File: config.mk
export PLATFORM = sky130hd
export DESIGN_NAME = coeff_sum_tree
export DESIGN_NICKNAME = d
export VERILOG_FILES = /design/src/rtl/coeff_sum_tree.sv
export SDC_FILE = /design/constraint.sdc
export NUM_CORES = 2
export LEC_CHECK = 0
export BUFFER_PORTS_ARGS = -buffer_cell sky130_fd_sc_hd__buf_2
export CORE_MARGIN = 2
export CORE_UTILIZATION = 25
export DETAILED_ROUTE_END_ITERATION = 8
export PLACE_DENSITY = 0.47
export SLEW_MARGIN = 10
export SYNTH_ARGS = -nofsm -noshare
export SYNTH_HDL_FRONTEND = slang
export SYNTH_SLANG_ARGS = --single-unit
File: constraint.sdc
create_clock -name clk -period 134.7 [get_ports clk]
set_input_delay 0 -clock clk [delete_from_list [all_inputs] [get_ports clk]]
set_output_delay 0 -clock clk [all_outputs]
set_load 0.05 [all_outputs]
File: src/rtl/coeff_sum_tree.sv
// Masked coefficient sum: a 3:2 carry-save tree with a final carry-propagate add,
// a valid/last shadow pipeline that stalls as one, and a per-frame running accumulator.
module coeff_sum_tree #(
    parameter int BITS    = 32,
    parameter int CGES    = 13,
    parameter int MAX     = $clog2(CGES) + BITS,
    parameter int ACC_EXT = 8
) (
    input  logic                      clk,
    input  logic                      reset,
    input  logic                      coef_we,
    input  logic [$clog2(CGES)-1:0]   coef_addr,
    input  logic [BITS-1:0]           coef_wdata,
    input  logic                      in_valid,
    output logic                      in_ready,
    input  logic [CGES-1:1]           cges,
    input  logic                      in_last,
    output logic                      out_valid,
    input  logic                      out_ready,
    output logic [MAX-1:0]            sum,
    output logic [MAX+ACC_EXT-1:0]    acc,
    output logic                      out_last
);

    localparam int ACCW = MAX + ACC_EXT;

    // Operand count after one 3:2 level: each full triple becomes sum+carry, leftovers pass.
    function automatic int reduce_ops(input int n);
        return 2 * (n / 3) + (n % 3);
    endfunction

    function automatic int ops_after(input int n, input int lvls);
        int cnt;
        cnt = n;
        for (int i = 0; i < lvls; i++) begin
            cnt = reduce_ops(cnt);
        end
        return cnt;
    endfunction

    function automatic int count_levels(input int n);
        int cnt;
        int lvl;
        cnt = n;
        lvl = 0;
        for (int i = 0; i < 16; i++) begin
            if (cnt > 2) begin
                cnt = reduce_ops(cnt);
                lvl++;
            end
        end
        return lvl;
    endfunction

    localparam int NLEV = count_levels(CGES);

    logic [BITS-1:0]  coef_q [CGES];
    logic [CGES-1:0]  en;
    logic             stall;
    logic             adv;
    logic [NLEV+1:0]  vld_q;
    logic [NLEV+1:0]  lst_q;
    logic [MAX-1:0]   sum_q;
    logic [ACCW-1:0]  acc_prev_q;
    logic [ACCW-1:0]  acc_d;

    assign en       = {cges, 1'b1};
    assign stall    = vld_q[NLEV+1] & ~out_ready;
    assign adv      = ~stall;
    assign in_ready = ~stall;

    always_ff @(posedge clk or posedge reset) begin
        if (reset) begin
            for (int k = 0; k < CGES; k++) begin
                coef_q[k] <= '0;
            end
        end else if (coef_we && (32'(coef_addr) < CGES)) begin
            coef_q[coef_addr] <= coef_wdata;
        end
    end

    // Level 0 registers the masked terms at the acceptance edge, so a coefficient
    // write on that same edge only reaches later samples.
    for (genvar gi = 0; gi <= NLEV; gi++) begin : g_lvl
        logic [MAX-1:0] stage_d [CGES];
        logic [MAX-1:0] stage_q [CGES];

        if (gi == 0) begin : g_terms
            always_comb begin
                for (int k = 0; k < CGES; k++) begin
                    stage_d[k] = en[k] ? MAX'($signed(coef_q[k])) : '0;
                end
            end
        end else begin : g_csa
            localparam int NIN  = ops_after(CGES, gi - 1);
            localparam int NGRP = NIN / 3;

            always_comb begin
                logic [MAX-1:0] a;
                logic [MAX-1:0] b;
                logic [MAX-1:0] c;
                logic [MAX-1:0] maj;
                for (int k = 0; k < CGES; k++) begin
                    stage_d[k] = '0;
                end
                for (int g = 0; g < NGRP; g++) begin
                    a   = g_lvl[gi-1].stage_q[3*g];
                    b   = g_lvl[gi-1].stage_q[3*g+1];
                    c   = g_lvl[gi-1].stage_q[3*g+2];
                    maj = (a & b) | (a & c) | (b & c);
                    stage_d[2*g]   = a ^ b ^ c;
                    stage_d[2*g+1] = {maj[MAX-2:0], 1'b0};
                end
                for (int r = 0; r < NIN % 3; r++) begin
                    stage_d[2*NGRP+r] = g_lvl[gi-1].stage_q[3*NGRP+r];
                end
            end
        end

        always_ff @(posedge clk or posedge reset) begin
            if (reset) begin
                for (int k = 0; k < CGES; k++) begin
                    stage_q[k] <= '0;
                end
            end else if (adv) begin
                for (int k = 0; k < CGES; k++) begin
                    stage_q[k] <= stage_d[k];
                end
            end
        end
    end

    always_ff @(posedge clk or posedge reset) begin
        if (reset) begin
            sum_q <= '0;
            vld_q <= '0;
            lst_q <= '0;
        end else if (adv) begin
            sum_q <= g_lvl[NLEV].stage_q[0] + g_lvl[NLEV].stage_q[1];
            vld_q <= {vld_q[NLEV:0], in_valid};
            lst_q <= {lst_q[NLEV:0], in_valid & in_last};
        end
    end

    assign acc_d = acc_prev_q + ACCW'($signed(sum_q));

    always_ff @(posedge clk or posedge reset) begin
        if (reset) begin
            acc_prev_q <= '0;
        end else if (vld_q[NLEV+1] && out_ready) begin
            acc_prev_q <= lst_q[NLEV+1] ? '0 : acc_d;
        end
    end

    assign out_valid = vld_q[NLEV+1];
    assign out_last  = lst_q[NLEV+1];
    assign sum       = sum_q;
    assign acc       = acc_d;

endmodule
# --- Word-level counts from Yosys, hierarchy flattened ---
# Cells that the tools add are included.
totals:
  ff_bits: 1826
  inputBits: 54
  out_inout_bits: 83
  word_cells: 160
op_classes:
  addsub: 2
  order_cmp: 3
  muxes: 16
  bitwise_logic: 82
  reduce_logical: 3
op_table:
  columns: ["operator", "count"]
  rows:
  - ["AND 35 bit", 33]
  - ["bitwise XOR 36 bit", 22]
  - ["bitwise OR 35 bit", 22]
  - ["two-way mux 36 bit", 12]
  - ["bitwise mux 416 bit", 1]
  - ["demux 32 bit (select 4 bit)", 1]
  - ["adder 44 bit", 1]
  - ["two-way mux 44 bit", 1]
  - ["adder 36 bit", 1]
  - ["two-way mux 32 bit", 1]
  - ["greater-or-equal comparator 5 bit, second input constant", 1]
  - ["< comparator 5 x 1 -> 1 bit, second input constant", 1]
  - ["NOT 4 -> 5 bit", 1]
  - ["< comparator 4 bit, second input constant", 1]
  - ["logical AND 1 bit", 3]
  - ["AND 1 bit", 2]
  - ["NOT 1 bit", 2]

# --- Longest topological paths before layout ---
depth:
  word_depth: 6
  ltp_mapped: 12
  mapped_depth_nobuf: 12

# --- Worst setup path after synthesis ---
# OpenSTA, ideal clock, no wires.
synth_path:
  path_type: "register to register"
  startpoint: "register sum_q[0], in the netlist sum[0]"
  endpoint: "register acc_prev_q[40]"
  setup_time_ps: 70
  t_arrival_ps: 3604
  t_required_ps: 134630
  slack_ps: 131026
  path_stages_with_launch: 12
  path_buffers: 0
  synth_period_minus_slack_ps: 3674
  path_cell_list: "dfrtp_1 > ha_1 > fa_1 > a21oi_1 > o21ai_0 > a32o_1 > a21oi_1 > o2111ai_1 > a21oi_2 > o211ai_1 > xor2_1 > a22o_1"
synth_via:
  elab_chain_cells: 2
synth_lines:
  columns: ["element", "line_no", "rtl"]
  rows:
  - ["start: declaration", "63", "logic [MAX-1:0] sum_q;"]
  - ["start signal: assignment", "139", "sum_q <= g_lvl[NLEV].stage_q[0] + g_lvl[NLEV].stage_q[1];"]
  - ["adder 44 bit", "145", "assign acc_d = acc_prev_q + ACCW'($signed(sum_q));"]
  - ["via acc[40]", "21", "output logic [MAX+ACC_EXT-1:0] acc,"]
  - ["two-way mux 44 bit", "151", "acc_prev_q <= lst_q[NLEV+1] ? '0 : acc_d;"]
  - ["end signal: assignment", "151", null]
  - ["end: declaration", "64", "logic [ACCW-1:0] acc_prev_q;"]
# The timed path passes the listed nets, and every way through them passes these cells.
# A chain may end at the register's enable or synchronous reset.

# --- Final worst setup path ---
layout_path:
  startpoint: "register vld_q[6]"
  endpoint: "register g_lvl[0].stage_q[152] (netlist bit)"
layout_via:
  elab_chain_cells: 1
layout_lines:
  columns: ["element", "line_no", "rtl"]
  rows:
  - ["start: declaration", "61", "logic [NLEV+1:0] vld_q;"]
  - ["start signal: assignment", "140", "vld_q <= {vld_q[NLEV:0], in_valid};"]
  - ["AND 1 bit", "68", "assign stall = vld_q[NLEV+1] & ~out_ready;"]
  - ["end signal: indexed assignment", "127", "stage_q[k] <= stage_d[k];"]
  - ["end: declaration", "86", "logic [MAX-1:0] stage_q [CGES];"]
# Every way passes these cells.

==> impl_results.md <==
* Status: finished clean
* Worst Hold Path Cells at 4
* Ys Warns at 0
* I/O Pins at approximately 140
* Largest net degree at the start of global routing at about 230
* Worst r2r src: vld_q[6]
* CTS Sinks at 1719
* Initial DRT Pass Iterations at 6
* R2R Setup Slk at roughly 130 ns
* Final Skew at between 0.1 and 0.15 ns
* Top_reg_cell synth: dfrtp_1
* Clock-pin slew on the worst setup and hold paths at around 0.06 ns
* Die Wd at roughly 550 µm
* Synthesized cell area at between 70000 and 80000 µm²
* Post-Layout Cell Count at 11.4k
* Vias in the first global route at between 50k and 60k
* Final routed DRC violation total at 0
* Dpl cells at approximately 11k
* Hold path start: in_valid
* Worst path max stage delay at about 0.95 ns
* Final worst slack at approximately 130 ns
* Die area at 307000 µm²
* Share of the synthesized area in the top cell type at approximately 57%
* # rows at ~200
* Share of layout cells above drive strength 1 at 13.0%
* Fill cells at about 31k
* Worst min path class: in -> reg
* Total of max-cap violations at 0
* Synth Register Bits at between 1.5k and 2k
* Cts bufs inserted at about 200
* CP Max Fanout at 196
* Root Driver: clkbuf_16
* Core Box Area at 300000 µm²
* LEAKAGE at 44.1 nW
* Required time worst endpoint at between 100 and 150 ns
* Fin crit share at ~4.6%
* Top cells by count, synth: nand2_1 (3344), dfrtp_1 (1719), mux2_2 (417)
* HPWL Detailed at between 100000 and 150000 µm
* Worst-Skew Late Latency at between 0.8 and 0.9 ns
* WP buf/inv at 6
* DR vias at 49.6k
* Most used cell, CP: buf_4
* Slowest-stage cell, CP: buf_4
* Synth unique cells at 83
* Max IR drop VDD at ~0.000013 V
* Crit-path cells: nor2b_4 -> buf_4 -> buf_4 -> buf_4 -> buf_4 -> buf_12 -> buf_4 -> nand2_1 -> nand2_1
* Total negative slack at 0 ns
* Routed vias/inst at 4.33
* Clock tree buffer depth at 4
* Initial core utilization at ~25%
* Post-Synthesis Cells at about 7.3k
* Min-Delay Endpoint: vld_q[0]
* Routed Antenna Nets at 0
* RSZ-0062 raised after global routing: no
* Post-synth EDFFs at 0
* Max-slew headroom at approximately a fifth
* Crit path arrival time at between 7 and 8 ns
* Avg Cell Area, Syn at ~10 µm²
* DR WL/cell at around 17 µm
* Die Span Y at ~550 µm
* Detailed Route WL at about 200000 µm
* Endpoints failing setup at 0
* First-pass GRT wire length at 317000 µm
* Pre-CTS setup slack at ~130 ns
* Pwr Total at around 2.1 mW
* Layout area overhead at 15.7%
* Area leader, netlist: dfrtp_1
* Minimum clock period at between 6 and 7 ns
* Iter 0 DRT Violations at between 3k and 4k
* Sequential area share after synthesis at a little under three fifths
* Count leader, synth: nand2_1
* Port bufs at between 100 and 150
* Max-slew violations at 0
* Worst setup SP type: register
* CP top delay family: buffers and inverters
* P per Cell Area at approximately 24 nW/µm²
* Synth top area cells: dfrtp_1 (57%), nand2_1 (17%), fa_1 (9.5%), mux2_2 (6.2%), nand3_1 (2.6%)
* GRT Util Overall at 13.1%
* Ys async rst share at 100%
* TritonCTS clock tree: yes
* Total grt overflow at 0
* Total Nets Final at around 7.8k
* Tightest Pin Transition at 1.20 ns
* Kind of critical path: reg -> reg
* CP endpoint kind: register
* Initial antenna violation count at 25
* Postcts setup bufs at 0
* Hold violation total from the final report at 0
* CTS HTree Levels at 4
* Syn_nets at 7772
* R2R cell count at 9
* GP Congestion at between 0.7 and 0.8
* Reg2reg end: g_lvl[0].stage_q[152]
* Fmax at 161 MHz
==> report_power, final <==
group / switching, mW / leakage, nW / internal [mW]
Clock: 0.218 / 3.24 / 0.322
Sequential: 0.133 / 22.0 / 0.691
Combinational: 0.475 / 18.8 / 0.252
==> routing by layer <==
| layer | share of wire (%) | global-route usage (%) | vias to the layer above |
|---|---|---|---|
| li1 | - | - | 23385 |
| met1 | 52 | 20.1 | 25131 |
| met2 | 42 | 19.3 | 764 |
| met3 | 3.8 | 1.87 | 265 |
| met4 | 2.0 | 2.95 | 12 |
| met5 | 0.034 | 0 | - |
==> metrics by stage <==
stage	util, %	hold slack, ns	instance area (µm²)
floorplan	-	0.112	75600
global placement	26.8	0.0715	80300
detailed placement	26.8	0.0747	80300
CTS	29.1	0.0128	87400
global route	29.1	0.0731	87400
finish	29.1	0.0812	87400
==> worst max-delay path by stage <==
stage	startpoint	endpoint	slack (ns)	depth (start not counted)
global route	vld_q[6]	g_lvl[2].g_csa.$3.b[11]	127.93	9
global placement	vld_q[6]	g_lvl[1].stage_q[297]	128.49	9
finish	vld_q[6]	g_lvl[0].stage_q[152]	128.48	9
CTS	vld_q[6]	g_lvl[0].stage_q[152]	128.51	9
detailed placement	vld_q[6]	g_lvl[0].stage_q[152]	128.46	9
floorplan	reset	acc_prev_q[0]	86.18	1
==> final cells by class <==
type	count	area, µm²	share of cell area [%]
tap	3958	4950	5.66
clock inverter	48	467	0.534
timing repair buffer	259	1820	2.09
clock buffer	302	6060	6.93
multi-input combinational	5120	31000	35.4
antenna	11	27.5	0.0315
sequential	1719	43000	49.2
inverter	26	113	0.129
==> cells in the final DEF (no fill, tap or decap), types with 9 or more instances in the layout <==
cell type,Yosys,routed
nor3_1,14,14
clkinv_2,0,30
clkbuf_16,0,205
dlygate4sd3_1,0,55
nand2_1,3344,3343
nand4_1,12,12
xor2_1,31,31
buf_2,0,133
clkbuf_8,1,57
a21oi_1,77,77
nand2b_1,9,9
xnor2_1,32,32
a22o_1,37,37
o21ai_0,55,55
fa_1,358,358
nand3_1,400,400
nand3b_1,11,11
a211oi_1,9,9
o211ai_1,10,10
ha_1,82,82
inv_1,25,24
diode_2,0,11
a21o_1,24,24
nor2_1,65,58
dfrtp_1,1719,1719
buf_4,2,65
clkbuf_1,376,40
o21a_1,9,9
a31oi_1,9,9
mux2_2,417,417
==> repair_timing <==
item | CTS | global route
resized for setup | 0 | 0
hold endpoints to repair | 1213 | 0
hold buffers | 55 | 0
==> kinds of logic after synthesis <==
logic type / share of synthesized area [%]
simple gates: 20.4
flops: 56.9
fa+ha+maj: 10.8
buf+inv: 2.22
mux: 6.21
compound gates: 2.67
xor+xnor: 0.730
==> worst reg2reg max path, cell delays in order, from the launching register on <==
cell and delay (ns):
dfrtp_1 0.36, nor2b_4 0.49, buf_4 0.70, buf_4 0.84, buf_4 0.72, buf_4 0.84
buf_12 0.63, buf_4 1.29, nand2_1 0.28, nand2_1 0.10
==> registers in the layout, summed over array words and instances, names as in the netlist, 36 cells and up <==
signal	cells
coef_q	416
g_lvl.g_csa.$3.c	164
sum	36
g_lvl.stage_q	714
g_lvl.g_csa.$3.b	166
acc_prev_q	44
g_lvl.g_csa.$3.a	165
No activity file was read; power rests on OpenSTA's default activity.
